**src/rtl/regfile_wb_arbiter_pkg.sv**
```systemverilog
// rtl/regfile_wb_arbiter_pkg.sv - shared constants, types and helpers for the register file write arbiter
package regfile_wb_arbiter_pkg;

  localparam int DATA_WID       = 32;
  localparam int REGS_WID       = 5;
  localparam int NUM_REGS       = 32;
  localparam int STARVE_CNT_WID = 4;

  localparam logic [STARVE_CNT_WID-1:0] STARVE_CNT_MAX = '1;

  typedef enum logic {
    ST_NORMAL = 1'b0,
    ST_FORCE  = 1'b1
  } arb_state_e;

  // x0 is hardwired zero, so writes to it are dropped and it never carries a hazard
  function automatic logic rd_nonzero(input logic [REGS_WID-1:0] rd);
    return rd != '0;
  endfunction

endpackage

```
**src/rtl/regfile_wb_arbiter_scoreboard.sv**
```systemverilog
// rtl/regfile_wb_arbiter_scoreboard.sv - pending long-latency write scoreboard (reg_scoreboard)
//
// Ports:
//   clk_i, rst_ni             clock, asynchronous active-low reset
//   iss_valid_i, iss_long_i   decode issue and "completes through B" flag
//   iss_rs1_i/rs2_i/rd_i      issuing instruction operands
//   clr_valid_i, clr_rd_i     B transfer clearing a pending register
//   hazard_o                  issuing instruction must stall (ungated by reset)
module reg_scoreboard
  import regfile_wb_arbiter_pkg::*;
(
  input  logic                clk_i,
  input  logic                rst_ni,
  input  logic                iss_valid_i,
  input  logic                iss_long_i,
  input  logic [REGS_WID-1:0] iss_rs1_i,
  input  logic [REGS_WID-1:0] iss_rs2_i,
  input  logic [REGS_WID-1:0] iss_rd_i,
  input  logic                clr_valid_i,
  input  logic [REGS_WID-1:0] clr_rd_i,
  output logic                hazard_o
);

  logic [NUM_REGS-1:0] busy_q, busy_d;
  logic                set_en;

  // No same-cycle bypass: hazard looks only at registered busy bits
  assign hazard_o = iss_valid_i &
                    (busy_q[iss_rs1_i] | busy_q[iss_rs2_i] |
                     (busy_q[iss_rd_i] & rd_nonzero(iss_rd_i)));

  assign set_en = iss_valid_i & iss_long_i & ~hazard_o & rd_nonzero(iss_rd_i);

  always_comb begin
    busy_d = busy_q;
    if (clr_valid_i) busy_d[clr_rd_i] = 1'b0;
    // Set is applied after clear so a new producer wins over a retiring one
    if (set_en)      busy_d[iss_rd_i] = 1'b1;
    busy_d[0] = 1'b0;
  end

  always_ff @(posedge clk_i or negedge rst_ni) begin
    if (!rst_ni) busy_q <= '0;
    else         busy_q <= busy_d;
  end

endmodule

```
**src/rtl/regfile_wb_arbiter.sv**
```systemverilog
// rtl/regfile_wb_arbiter.sv - register file write-port arbiter with starvation relief and hazard scoreboard
//
// Ports:
//   clk_i, rst_ni                         clock, asynchronous active-low reset
//   a_valid_i, a_rd_i, a_data_i           pipeline writeback (no backpressure)
//   b_valid_i, b_ready_o, b_rd_i, b_data_i  long-latency completion handshake
//   iss_*_i, hazard_o                     decode issue and stall
//   pipe_freeze_o                         hold pipeline writeback this cycle
//   rf_we_o, rf_waddr_o, rf_wdata_o       register file write port
module regfile_wb_arbiter
  import regfile_wb_arbiter_pkg::*;
#(
  parameter int STARVE_LIMIT = 4
) (
  input  logic                clk_i,
  input  logic                rst_ni,
  input  logic                a_valid_i,
  input  logic [REGS_WID-1:0] a_rd_i,
  input  logic [DATA_WID-1:0] a_data_i,
  input  logic                b_valid_i,
  output logic                b_ready_o,
  input  logic [REGS_WID-1:0] b_rd_i,
  input  logic [DATA_WID-1:0] b_data_i,
  input  logic                iss_valid_i,
  input  logic                iss_long_i,
  input  logic [REGS_WID-1:0] iss_rs1_i,
  input  logic [REGS_WID-1:0] iss_rs2_i,
  input  logic [REGS_WID-1:0] iss_rd_i,
  output logic                hazard_o,
  output logic                pipe_freeze_o,
  output logic                rf_we_o,
  output logic [REGS_WID-1:0] rf_waddr_o,
  output logic [DATA_WID-1:0] rf_wdata_o
);

  localparam logic [STARVE_CNT_WID-1:0] STARVE_LAST = STARVE_CNT_WID'(STARVE_LIMIT - 1);

  arb_state_e                state_q, state_d;
  logic [STARVE_CNT_WID-1:0] starve_cnt_q, starve_cnt_d;
  logic                      force_b;
  logic                      sel_b;
  logic                      b_ready;
  logic                      b_xfer;
  logic                      b_blocked;
  logic                      hazard_raw;

  assign force_b   = (state_q == ST_FORCE);
  assign b_xfer    = b_valid_i & b_ready_o;
  assign b_blocked = b_valid_i & ~b_ready_o;

  always_ff @(posedge clk_i or negedge rst_ni) begin
    if (!rst_ni) begin
      state_q      <= ST_NORMAL;
      starve_cnt_q <= '0;
    end else begin
      state_q      <= state_d;
      starve_cnt_q <= starve_cnt_d;
    end
  end

  always_comb begin
    state_d      = ST_NORMAL;
    starve_cnt_d = starve_cnt_q;
    if (state_q == ST_NORMAL && b_blocked && starve_cnt_q == STARVE_LAST) state_d = ST_FORCE;
    if (!b_valid_i || b_xfer)                  starve_cnt_d = '0;
    else if (starve_cnt_q != STARVE_CNT_MAX)   starve_cnt_d = starve_cnt_q + 1'b1;
  end

  // FORCE hands the port to B for one cycle; the pipeline replays A afterwards
  always_comb begin
    sel_b   = ~a_valid_i;
    b_ready = ~a_valid_i;
    if (force_b) begin
      sel_b   = 1'b1;
      b_ready = 1'b1;
    end
  end

  assign pipe_freeze_o = force_b;
  assign b_ready_o     = rst_ni & b_ready;
  assign rf_waddr_o    = sel_b ? b_rd_i   : a_rd_i;
  assign rf_wdata_o    = sel_b ? b_data_i : a_data_i;
  assign rf_we_o       = rst_ni & (sel_b ? (b_valid_i & rd_nonzero(b_rd_i))
                                         : (a_valid_i & rd_nonzero(a_rd_i)));
  assign hazard_o      = rst_ni & hazard_raw;

  reg_scoreboard u_scoreboard (
    .clk_i       (clk_i),
    .rst_ni      (rst_ni),
    .iss_valid_i (iss_valid_i),
    .iss_long_i  (iss_long_i),
    .iss_rs1_i   (iss_rs1_i),
    .iss_rs2_i   (iss_rs2_i),
    .iss_rd_i    (iss_rd_i),
    .clr_valid_i (b_xfer),
    .clr_rd_i    (b_rd_i),
    .hazard_o    (hazard_raw)
  );

endmodule

```
**config.mk**
```make
export PLATFORM = sky130hd
export DESIGN_NAME = regfile_wb_arbiter
export DESIGN_NICKNAME = d
export VERILOG_FILES = /design/src/rtl/regfile_wb_arbiter_pkg.sv /design/src/rtl/regfile_wb_arbiter_scoreboard.sv /design/src/rtl/regfile_wb_arbiter.sv
export SDC_FILE = /design/constraint.sdc
export NUM_CORES = 1
export LEC_CHECK = 0
export CAP_MARGIN = 30
export CORE_ASPECT_RATIO = 0.75
export CORE_MARGIN = 2
export CORE_UTILIZATION = 43
export DETAILED_ROUTE_END_ITERATION = 7
export PLACE_DENSITY = 0.87
export REMOVE_ABC_BUFFERS = 1
export SLEW_MARGIN = 40
export SYNTH_ARGS = -nofsm -noshare
export SYNTH_HDL_FRONTEND = slang
export SYNTH_SLANG_ARGS = --single-unit
```
**constraint.sdc**
```tcl
create_clock -name clk_i -period 3 [get_ports clk_i]
set_input_delay 0.45 -clock clk_i [delete_from_list [all_inputs] [get_ports clk_i]]
set_output_delay 0.45 -clock clk_i [all_outputs]
set_load 0.01 [all_outputs]
```
==> results by group <==
STA
  • Clock period minus worst slack: between 2 and 3 ns
  • F_max: ~350 MHz
  • Final Hold Vio Count: 0
  • RSZ-0062 raised after global routing: false
  • Post-Route Setup TNS: 0 ns
  • Clk_skew: 0.0107 ns
  • Worst Max-Slew Pin Slew: approximately 0.56 ns
  • # setup viols final: 0
  • Slew margin rel.: 62.5%
  • Max-slew violations: 0
  • Setup ws final: 0.110 ns
  • Tcrit/Tclk final: ~96%

Layout
  • Share of cells above drive strength 1: 14.2%
  • N_diodes: 0
  • Area Growth Syn to Fin: 59.7%
  • # fillers: 551
  • Nets: 637

Drt
  • Highest routed layer: met4
  • Vias post-DR: approximately 3700
  • Overall routed net length: 12100 um
  • Post-route ant nets: 0
  • DR iter-0 viols: 403
  • Met3 WL: 1420 um
  • Metal2 WL: 5660 um
  • Vias/cell: 5.82
  • DR pass1 iterations: 7
  • Met1 Routed Length: between 4000 and 5000 um
  • Routed len/inst: 19.0 um
  • DRC violations left: 0

Pwr
  • Leakage power total: between 0.002 and 0.0025 uW
  • Power Dens Cells: about 340 mW/mm^2
  • VDD IR-drop max: between 300 and 400 uV
  • Final Total Pwr: roughly 1700 uW

Logic synthesis
  • Register area share after synthesis: 28.9%
  • Ys async rst share: 100%
  • Mux contribution to synthesized area: 17.0%
  • Synthesis Warnings: 0
  • Compound-Gate Fraction of Synth Area: 21.4%
  • Synthesized area: approximately 0.0031 mm^2
  • Distinct cell type count after synthesis: 48
  • Xor/xnor share of the synthesized area: 0.281%
  • Post-synthesis simple-gate area fraction: 27.0%
  • Largest family of logic cells by synthesized area: simple AND/OR/NAND/NOR gates
  • Top_reg_cell synth: dfrtp_1
  • Post-synth EDFFs: 0
  • Mapped Cells: 386
  • Adder-cell share of the synthesized area: less than 1%
  • Syn avg cell area: ~8.1 um^2
  • Synthesized flop and latch total: 36

Setup path
  • CP startpoint kind: input pin
  • Critical Path AT: ~2.4 ns
  • CP most frequent cell: dlygate4sd2_1
  • Critical Path, Cell by Cell: dlygate4sd2_1 > bufbuf_16 > mux2i_1 > nor2_1 > o31ai_1 > and4bb_2 > nand2_1 > o211a_1 > dlygate4sd2_1
  • Max Fanout on Critical Path: 6
  • R2R setup slack: 0.60 ns
  • CP endpoint kind: output pin
  • Setup CP Type: input pin to output pin
  • Worst path required time: 2.55 ns
  • CP max-delay cell: bufbuf_16
  • Max stage delay on crit path: 0.29 ns

Floorplanning
  • Die span in x: 102 um
  • Die ar.: 0.00795 mm^2
  • I/O Pins: 136
  • Die H: 77.7 um
  • Floorplan row count: 26
  • Core Footprint: slightly below 0.007 mm^2
  • Initial Util: a little under half

Clock tree
  • CTS tree: yes
  • CTS buffer count: 5
  • Sink Count: 36
  • Clk slew on worst S/H paths: 0.07 ns
  • Root buffer cell: clkbuf_8
  • Skew-Pair Late Insertion Delay: 0.29 ns
  • H-tree levels: 2
  • Hold_buf cts: 0
  • Clock buffer depth: 2

GRT
  • GRT overflow: 0
  • Initial antenna violation count: 0
  • Largest net degree at the start of global routing: 38
  • Global-route usage over all layers: between 30% and 40%
  • First-pass GRT wire length: between 15000 and 20000 um
  • Vias in the first global route: 3774

Placement
  • Pre-CTS setup slack: -0.411 ns
  • Routability cong.: 1.03
  • Final HPWL DP: 9310 um
  • IO buf count: around 140

Run status
  • Status: complete, no violations

Hold path
  • Hold Path Class: input pin to async pin

Flow run
  • Number of max-cap violations: 0
placed cells by master, fill, tap and decap left out, types with 5 or more instances in the layout:
master             n
buf_4             35
nand3_1            8
nand2_1          123
mux2i_1           27
mux4_2             6
dlymetal6s2s_1     5
o41ai_1           26
dfrtp_1           36
mux2_2             5
clkdlybuf4s50_1  123
o22ai_1            7
dlygate4sd2_1      5
nand3b_1           8
nor2_1            14
clkbuf_8           7
o21ai_0           36
layout make-up:
type | count | area, um^2 | share of cell area [%]
Multi-Input combinational cell | 320 | 2080 | 41.9
Timing Repair Buffer | 176 | 1730 | 34.8
Sequential cell | 36 | 901 | 18.1
Tap cell | 98 | 123 | 2.47
Clock buffer | 7 | 96.3 | 1.94
Clock inverter | 1 | 30.0 | 0.604
Inverter | 2 | 7.51 | 0.151
per-stage QoR:
stage	cell area [um^2]	utilization, %	hold WS, ns	instances
after CTS	4950	71.7	0.00421	639
after floorplan	2970	-	0.154	358
final	4970	72.1	0.0126	640
after global routing	4970	72.1	0.00303	640
after detailed placement	4760	69.0	0.318	629
after global placement	4760	69.0	0.315	629
worst max-delay path, delay by kind of cell:
family                 cells  cell delay (ns)
buffers and inverters      3             0.84
AO/OA/AOI/OAI              2             0.49
AND/OR/NAND/NOR            3             0.42
multiplexers               1             0.24
path summary, 6_finish.rpt:
check,startpoint,end,cells after the start
worst max-delay path,iss_rd_i[1],hazard_o,9
worst min-delay path,rst_ni,starve_cnt_q[3]$_DFFE_PN0P_,1
worst max register to register,u_scoreboard.busy_q[1]$_DFF_PN0_,u_scoreboard.busy_q[12]$_DFF_PN0_,7
worst min register to register,pipe_freeze_o$_DFF_PN0_,pipe_freeze_o$_DFF_PN0_,1
max in group asynchronous,rst_ni,u_scoreboard.busy_q[24]$_DFF_PN0_,2
min in group clk_i,pipe_freeze_o$_DFF_PN0_,pipe_freeze_o$_DFF_PN0_,1
kinds of logic after synthesis:
kind of cell,after synthesis
buffers and inverters,30
and+or+nand+nor,186
adders and majority gates,1
DFF,36
AOI/OAI and AO/OA,91
xor gates and xnor gates,1
muxes,41
registers in the layout (all words and copies together), names as in the netlist:
name	flops
u_scoreboard.busy_q	31
starve_cnt_q	4
pipe_freeze_o	1
synthesized netlist by cell type, types with 2 or more instances:
cell        n  area [um^2]
nand2_1   123          462
dfrtp_1    36          901
o21ai_0    36          180
mux2i_1    27          270
o41ai_1    26          228
nor2_1     15         56.3
clkbuf_1   12         45.0
buf_2       9         45.0
nand3_1     8         40.0
nand3b_1    8         60.1
o22ai_1     7         43.8
mux4_2      6          135
mux2_2      5         56.3
buf_6       4         45.0
nand2b_1    4         25.0
nor2b_1     4         25.0
nor3b_1     4         30.0
o31ai_1     4         30.0
or3_1       4         25.0
buf_1       3         11.3
nor3_1      3         15.0
o41ai_2     3         48.8
or3b_2      3         26.3
a21oi_1     2         10.0
a221o_1     2         20.0
a22oi_1     2         15.0
a31oi_1     2         12.5
and2_1      2         12.5
inv_1       2         7.51
mux4_1      2         52.6
per-layer routing:
layer / up-vias / track usage, %
li1: 1736 / -
met2: 223 / 47.8
met3: 29 / 10.0
met5: - / 0
met4: 0 / 8.27
met1: 1734 / 39.9
timing repair:
| action | 4_1_cts | 5_1_grt |
|---|---|---|
| resized for setup | 11 | 8 |
| cloned | 1 | 0 |
| setup buffers | 1 | 1 |
| setup endpoints to repair | 1 | 1 |
| pin swaps | 1 | 0 |
power breakdown:
group	switching (uW)	total, uW	internal (uW)	leakage (uW)
combinational	282	636	353	0.00167
clock	176	470	293	0.0000645
sequential	69.9	599	530	0.000490
No activity file was read; power rests on OpenSTA's default activity.
